--- src/rtl/insn_fetch.sv ---
// Instruction fetch front end: credit-limited in-order memory requests, a response FIFO,
// and a registered output stage with stall hold and redirect flush.
package core;
    parameter int unsigned ADDR_WIDTH = 12;
    parameter int unsigned INSN_WIDTH = 32;
    parameter logic [ADDR_WIDTH-1:0] INSN_ADDR_START = 12'h100;

    typedef struct packed {
        logic                  valid;
        logic [ADDR_WIDTH-1:0] addr;
        logic [INSN_WIDTH-1:0] insn;
    } InsnBundle;
endpackage

module insn_fetch #(
    parameter int unsigned ADDR_WIDTH = core::ADDR_WIDTH,
    parameter logic [ADDR_WIDTH-1:0] INSN_ADDR_START = core::INSN_ADDR_START,
    parameter int unsigned INSN_WIDTH = core::INSN_WIDTH,
    parameter int unsigned FIFO_DEPTH = 4
) (
    input  logic                  clk,
    input  logic                  rst,
    output logic                  mem_req_valid,
    input  logic                  mem_req_ready,
    output logic [ADDR_WIDTH-1:0] mem_req_addr,
    input  logic                  mem_rsp_valid,
    input  logic [INSN_WIDTH-1:0] mem_rsp_data,
    input  logic                  stall,
    input  logic                  redirect_valid,
    input  logic [ADDR_WIDTH-1:0] redirect_addr,
    output core::InsnBundle       stage_out_insn
);
    localparam int unsigned PtrW = $clog2(FIFO_DEPTH);
    localparam int unsigned CntW = $clog2(FIFO_DEPTH + 1);

    typedef logic [CntW-1:0] cnt_t;

    logic [ADDR_WIDTH-1:0] req_pc_q, req_pc_d;
    logic [ADDR_WIDTH-1:0] rsp_pc_q, rsp_pc_d;
    cnt_t                  outstanding_q, outstanding_d;
    cnt_t                  drop_cnt_q, drop_cnt_d;
    cnt_t                  count_q, count_d;
    logic [PtrW-1:0]       wr_ptr_q, wr_ptr_d;
    logic [PtrW-1:0]       rd_ptr_q, rd_ptr_d;
    core::InsnBundle       out_q, out_d;

    logic [ADDR_WIDTH+INSN_WIDTH-1:0] fifo_mem [FIFO_DEPTH];

    logic [CntW:0] credit_used;
    logic          req_fire;
    logic          dropping;
    logic          push;
    logic          pop;

    // Every in-flight request owns a FIFO slot, so the FIFO can never overflow.
    assign credit_used   = {1'b0, outstanding_q} + {1'b0, count_q};
    assign mem_req_valid = !rst && !redirect_valid && (credit_used < (CntW + 1)'(FIFO_DEPTH));
    assign mem_req_addr  = req_pc_q;
    assign req_fire      = mem_req_valid && mem_req_ready;
    assign dropping      = (drop_cnt_q != '0);
    assign push          = mem_rsp_valid && !dropping && !redirect_valid;
    assign pop           = !redirect_valid && !stall && (count_q != '0);

    assign stage_out_insn = out_q;

    always_comb begin
        req_pc_d      = req_pc_q;
        rsp_pc_d      = rsp_pc_q;
        outstanding_d = outstanding_q;
        drop_cnt_d    = drop_cnt_q;
        count_d       = count_q;
        wr_ptr_d      = wr_ptr_q;
        rd_ptr_d      = rd_ptr_q;
        out_d         = out_q;

        if (req_fire) begin
            req_pc_d = req_pc_q + ADDR_WIDTH'(1);
        end

        case ({req_fire, mem_rsp_valid})
            2'b10:   outstanding_d = outstanding_q + cnt_t'(1);
            2'b01:   outstanding_d = outstanding_q - cnt_t'(1);
            default: outstanding_d = outstanding_q;
        endcase

        if (mem_rsp_valid && dropping) begin
            drop_cnt_d = drop_cnt_q - cnt_t'(1);
        end

        if (push) begin
            rsp_pc_d = rsp_pc_q + ADDR_WIDTH'(1);
            wr_ptr_d = wr_ptr_q + PtrW'(1);
        end

        case ({push, pop})
            2'b10:   count_d = count_q + cnt_t'(1);
            2'b01:   count_d = count_q - cnt_t'(1);
            default: count_d = count_q;
        endcase

        // No bypass: an empty FIFO yields valid=0 even if a push lands this cycle.
        if (pop) begin
            rd_ptr_d                = rd_ptr_q + PtrW'(1);
            out_d.valid             = 1'b1;
            {out_d.addr, out_d.insn} = fifo_mem[rd_ptr_q];
        end else if (!stall) begin
            out_d.valid = 1'b0;
        end

        // Responses still in flight (minus one landing now) belong to the old stream.
        if (redirect_valid) begin
            req_pc_d    = redirect_addr;
            rsp_pc_d    = redirect_addr;
            count_d     = '0;
            wr_ptr_d    = '0;
            rd_ptr_d    = '0;
            out_d.valid = 1'b0;
            drop_cnt_d  = mem_rsp_valid ? outstanding_q - cnt_t'(1) : outstanding_q;
        end
    end

    always_ff @(posedge clk) begin
        if (rst) begin
            req_pc_q      <= INSN_ADDR_START;
            rsp_pc_q      <= INSN_ADDR_START;
            outstanding_q <= '0;
            drop_cnt_q    <= '0;
            count_q       <= '0;
            wr_ptr_q      <= '0;
            rd_ptr_q      <= '0;
            out_q         <= '0;
        end else begin
            req_pc_q      <= req_pc_d;
            rsp_pc_q      <= rsp_pc_d;
            outstanding_q <= outstanding_d;
            drop_cnt_q    <= drop_cnt_d;
            count_q       <= count_d;
            wr_ptr_q      <= wr_ptr_d;
            rd_ptr_q      <= rd_ptr_d;
            out_q         <= out_d;
        end
    end

    always_ff @(posedge clk) begin
        if (push) begin
            fifo_mem[wr_ptr_q] <= {rsp_pc_q, mem_rsp_data};
        end
    end
endmodule

--- config.mk ---
export PLATFORM = sky130hd
export DESIGN_NAME = insn_fetch
export DESIGN_NICKNAME = d
export VERILOG_FILES = /design/src/rtl/insn_fetch.sv
export SDC_FILE = /design/constraint.sdc
export NUM_CORES = 1
export LEC_CHECK = 0
export CAP_MARGIN = 20
export CORE_ASPECT_RATIO = 0.5
export CORE_UTILIZATION = 45
export CTS_CLUSTER_SIZE = 30
export DETAILED_ROUTE_END_ITERATION = 10
export PLACE_DENSITY = 0.66
export SLEW_MARGIN = 20
export SYNTH_ARGS = -nofsm -noshare
export SYNTH_HDL_FRONTEND = slang
export SYNTH_SLANG_ARGS = --single-unit
--- constraint.sdc ---
create_clock -name clk -period 6.1 [get_ports clk]
set_input_delay 1.22 -clock clk [delete_from_list [all_inputs] [get_ports clk]]
set_output_delay 1.22 -clock clk [all_outputs]
set_load 0.01 [all_outputs]
==> impl_metrics.yaml <==
yosys:
  synthTopCellsByArea: "edfxtp_1 53%, dfxtp_1 16%, mux4_2 9.9%"
  synth_top_cell_by_area: "edfxtp_1"
  synthAdderAreaFrac_pct: 1.95
  synth_top_area_share_pct: 52.8
  synthMuxAreaShare_pct: 10.2
  synth_seq_cells: 258
  syn_nets: 746
  yosysWarnings: 0
  syn_inst: 681
  synth_top_family_by_area: "multiplexers"
  yosys.area_share.simple_pct: 8.67
  ys_async_sr_fraction_pct: 0
  avgSynthCellArea_um2: 14.7
  synthXorXnorAreaFrac_pct: 1.57
  synth_compound_area_share_pct: 5.97
  ys_seq_area_share_pct: 69.2
  synth-edff-count: 176
  ys_types: 51
  syn_area_mm2: 0.0100
  synthFlopType: "edfxtp_1"
flow_run:
  cap_violations: 0
worst_setup_path:
  path_delay_family: "buffers and inverters"
  cp-end-kind: "primary output"
  arrival_ps: 2680
  critPathMaxFanout: 24
  start_kind: "input port"
  cp_data_required_time_ps: 4880
  cp_common_cell: "clkdlybuf4s50_1"
  path_buf_inv: 3
  max_stage_delay_ps: 530
  crit_type: "input port to primary output"
  critPathSlowestCell: "clkdlybuf4s50_1"
  path_cells: "clkdlybuf4s50_1 > buf_4 > nor2_1 > and3_1 > clkdlybuf4s50_1"
detailed_routing:
  drc: 0
  detail_route.wl_per_cell_um: 17.6
  vias: 5737
  drt_wl_total_mm: 19.4
  viasPerCell: 5.21
  drt-pass1-iter-count: 4
  antenna_left: 0
  drt_iter0_markers: 362
global_route:
  grt.total_usage_pct: 17.4
  grt_pass1_wl_mm: 30.8
  grt_max_degree: 78
  antenna_found_initial: 0
  grt.overflow.total: 0
  grt_pass1_vias: 5725
clock_network:
  cts_tree: "done"
  post_cts_buffers: 0
  cts_root_buf: "clkbuf_16"
  clk_pin_slew_ps: 60
  cts_num_sinks: 258
  cts_max_level: 1
  clock_path_buffers: 3
  numCtsBuffers: 24
  cts_resized: 0
  cts_hold_buf: 0
  clk_latency_ps: 530
timing:
  setup_viol: 0
  layout_setup_ws_ps: 2200
  slew_violations: 0
  post-route-period-util_pct: 63.9
  fmax_mhz: 257
  finalHoldViolCount: 0
  fin_crit_ps: 3900
  worst_clock_skew_ps: 24.0
  relSlewSlack_pct: 35.8
  tightest_slew_ps: 964
  setup_tns_ps: 0
  grt_setup_unrepaired: "false"
cells_and_area:
  most-common-layout-cells: "176 x edfxtp_1, 109 x nand2_1, 106 x clkdlybuf4s50_1, 80 x dfxtp_1, 57 x a21oi_1"
  drive_gt1_share_pct: 13.0
  antennaDiodeCount: 0
  final_common_cell: "edfxtp_1"
  area_delta_synth_final_pct: 21.7
  fin_nets: 849
outcome:
  outcome: "completed"
pwr:
  pwr-share-clk_pct: 42.7
  ir_worst_vdd_mv: 0.191
  finalPower_mw: 3.71
  p_per_area_mw_per_mm2: 305
  combPwrFrac_pct: 5.1
  p_int_mw: 2.96
  p_switching_uw: 757
  swShare_pct: 20.4
  power_leakage_nw: 3.91
  p_seq_share_pct: 52.2
placed_design:
  dpl_worst_slack_ps: 1840
  gp_congestion: 0.802
  dp_hpwl_mm: 11.3
  port_buffers: 107
die:
  fp.dieW_um: 213
  io_pins: 108
  initial_utilization_pct: 46.1
  core_region_area_mm2: 0.0217
  placementRows: 38
  dieArea_mm2: 0.0229
  fp.dieH_um: 107
min_path:
  hold_class: "flip-flop to flip-flop"
[per-layer routing]
layer,vias up,share of wire [%],track usage [%]
met5,-,0,0
met2,119,47,28.6
met1,2829,47,24.4
li1,2766,-,-
met4,0,1.7,3.55
met3,23,4.0,2.95
[cell families (layout without fill, tap and decap cells)]
| family | Yosys count | after routing |
|---|---|---|
| flops | 258 | 258 |
| simple gates | 189 | 189 |
| compound gates | 100 | 100 |
| buf+inv | 54 | 175 |
| mux | 47 | 47 |
| xor+xnor | 18 | 18 |
| fa+ha+maj | 15 | 15 |
[state kept, by name, indices dropped and copies added, names as in the netlist]
| name | flops |
|---|---|
| rsp_pc_q | 12 |
| count_q | 3 |
| outstanding_q | 3 |
| fifo_mem | 176 |
| stage_out_insn | 45 |
| rd_ptr_q | 2 |
| mem_req_addr | 12 |
| wr_ptr_q | 2 |
| drop_cnt_q | 3 |
[synthesized netlist by cell type (all sizes together) (3+ instances only)]
master	n
nand4	3
or3	11
nor2	22
a211oi	9
buf	15
and2	4
xor2	11
xnor2	7
a21oi	57
mux4	44
edfxtp	176
a31oi	11
mux2i	3
and3	5
o311ai	3
inv	16
nand3	13
o211ai	5
o21ai	3
clkbuf	23
dfxtp	82
nor3	7
nand2	109
ha	14
[stage by stage]
stage | cell area [µm²] | std cells | hold WS [ps] | util [%]
4_1_cts | 12200 | 1102 | 455 | 56.1
5_1_grt | 12200 | 1102 | 473 | 56.1
3_5_place_dp | 11300 | 1058 | 446 | 52.2
6_report | 12200 | 1102 | 453 | 56.1
2_1_floorplan | 10000 | 681 | 474 | -
3_3_place_gp | 11300 | 1058 | 444 | 52.2
[power by group through the flow]
stage	logic, mW	registers [mW]	clock network [mW]
floorplan	0.109	1.97	0
global placement	0.186	1.97	0
detailed placement	0.190	1.98	0
CTS	0.192	1.94	1.62
global route	0.210	1.94	1.69
finish	0.189	1.94	1.58
[path summary, 6_finish.rpt]
path / from / to / slack [ps] / depth (start not counted)
max: redirect_valid / mem_req_valid / 2200 / 5
min: stage_out_insn[20] / stage_out_insn[20] / 450 / 2
min reg2reg: stage_out_insn[20] / stage_out_insn[20] / 450 / 2
max reg2reg: count_q[1] / count_q[2] / 3290 / 9
[area by class of cell]
class | instances | area, µm²
Timing Repair Buffer | 115 | 1130
Clock buffer | 32 | 681
Multi-Input combinational cell | 369 | 2850
Clock inverter | 12 | 169
Sequential cell | 258 | 6930
Tap cell | 300 | 375
Inverter | 16 | 60.1
Fill cell | 1754 | 9540
[tightest hold or removal path, delay by kind of cell, from the launching register on]
kind             cells  cell delay (ps)
flip-flops           1              310
AND/OR/NAND/NOR      1               50
AO/OA/AOI/OAI        1               50
No activity file was read; power rests on OpenSTA's default activity.
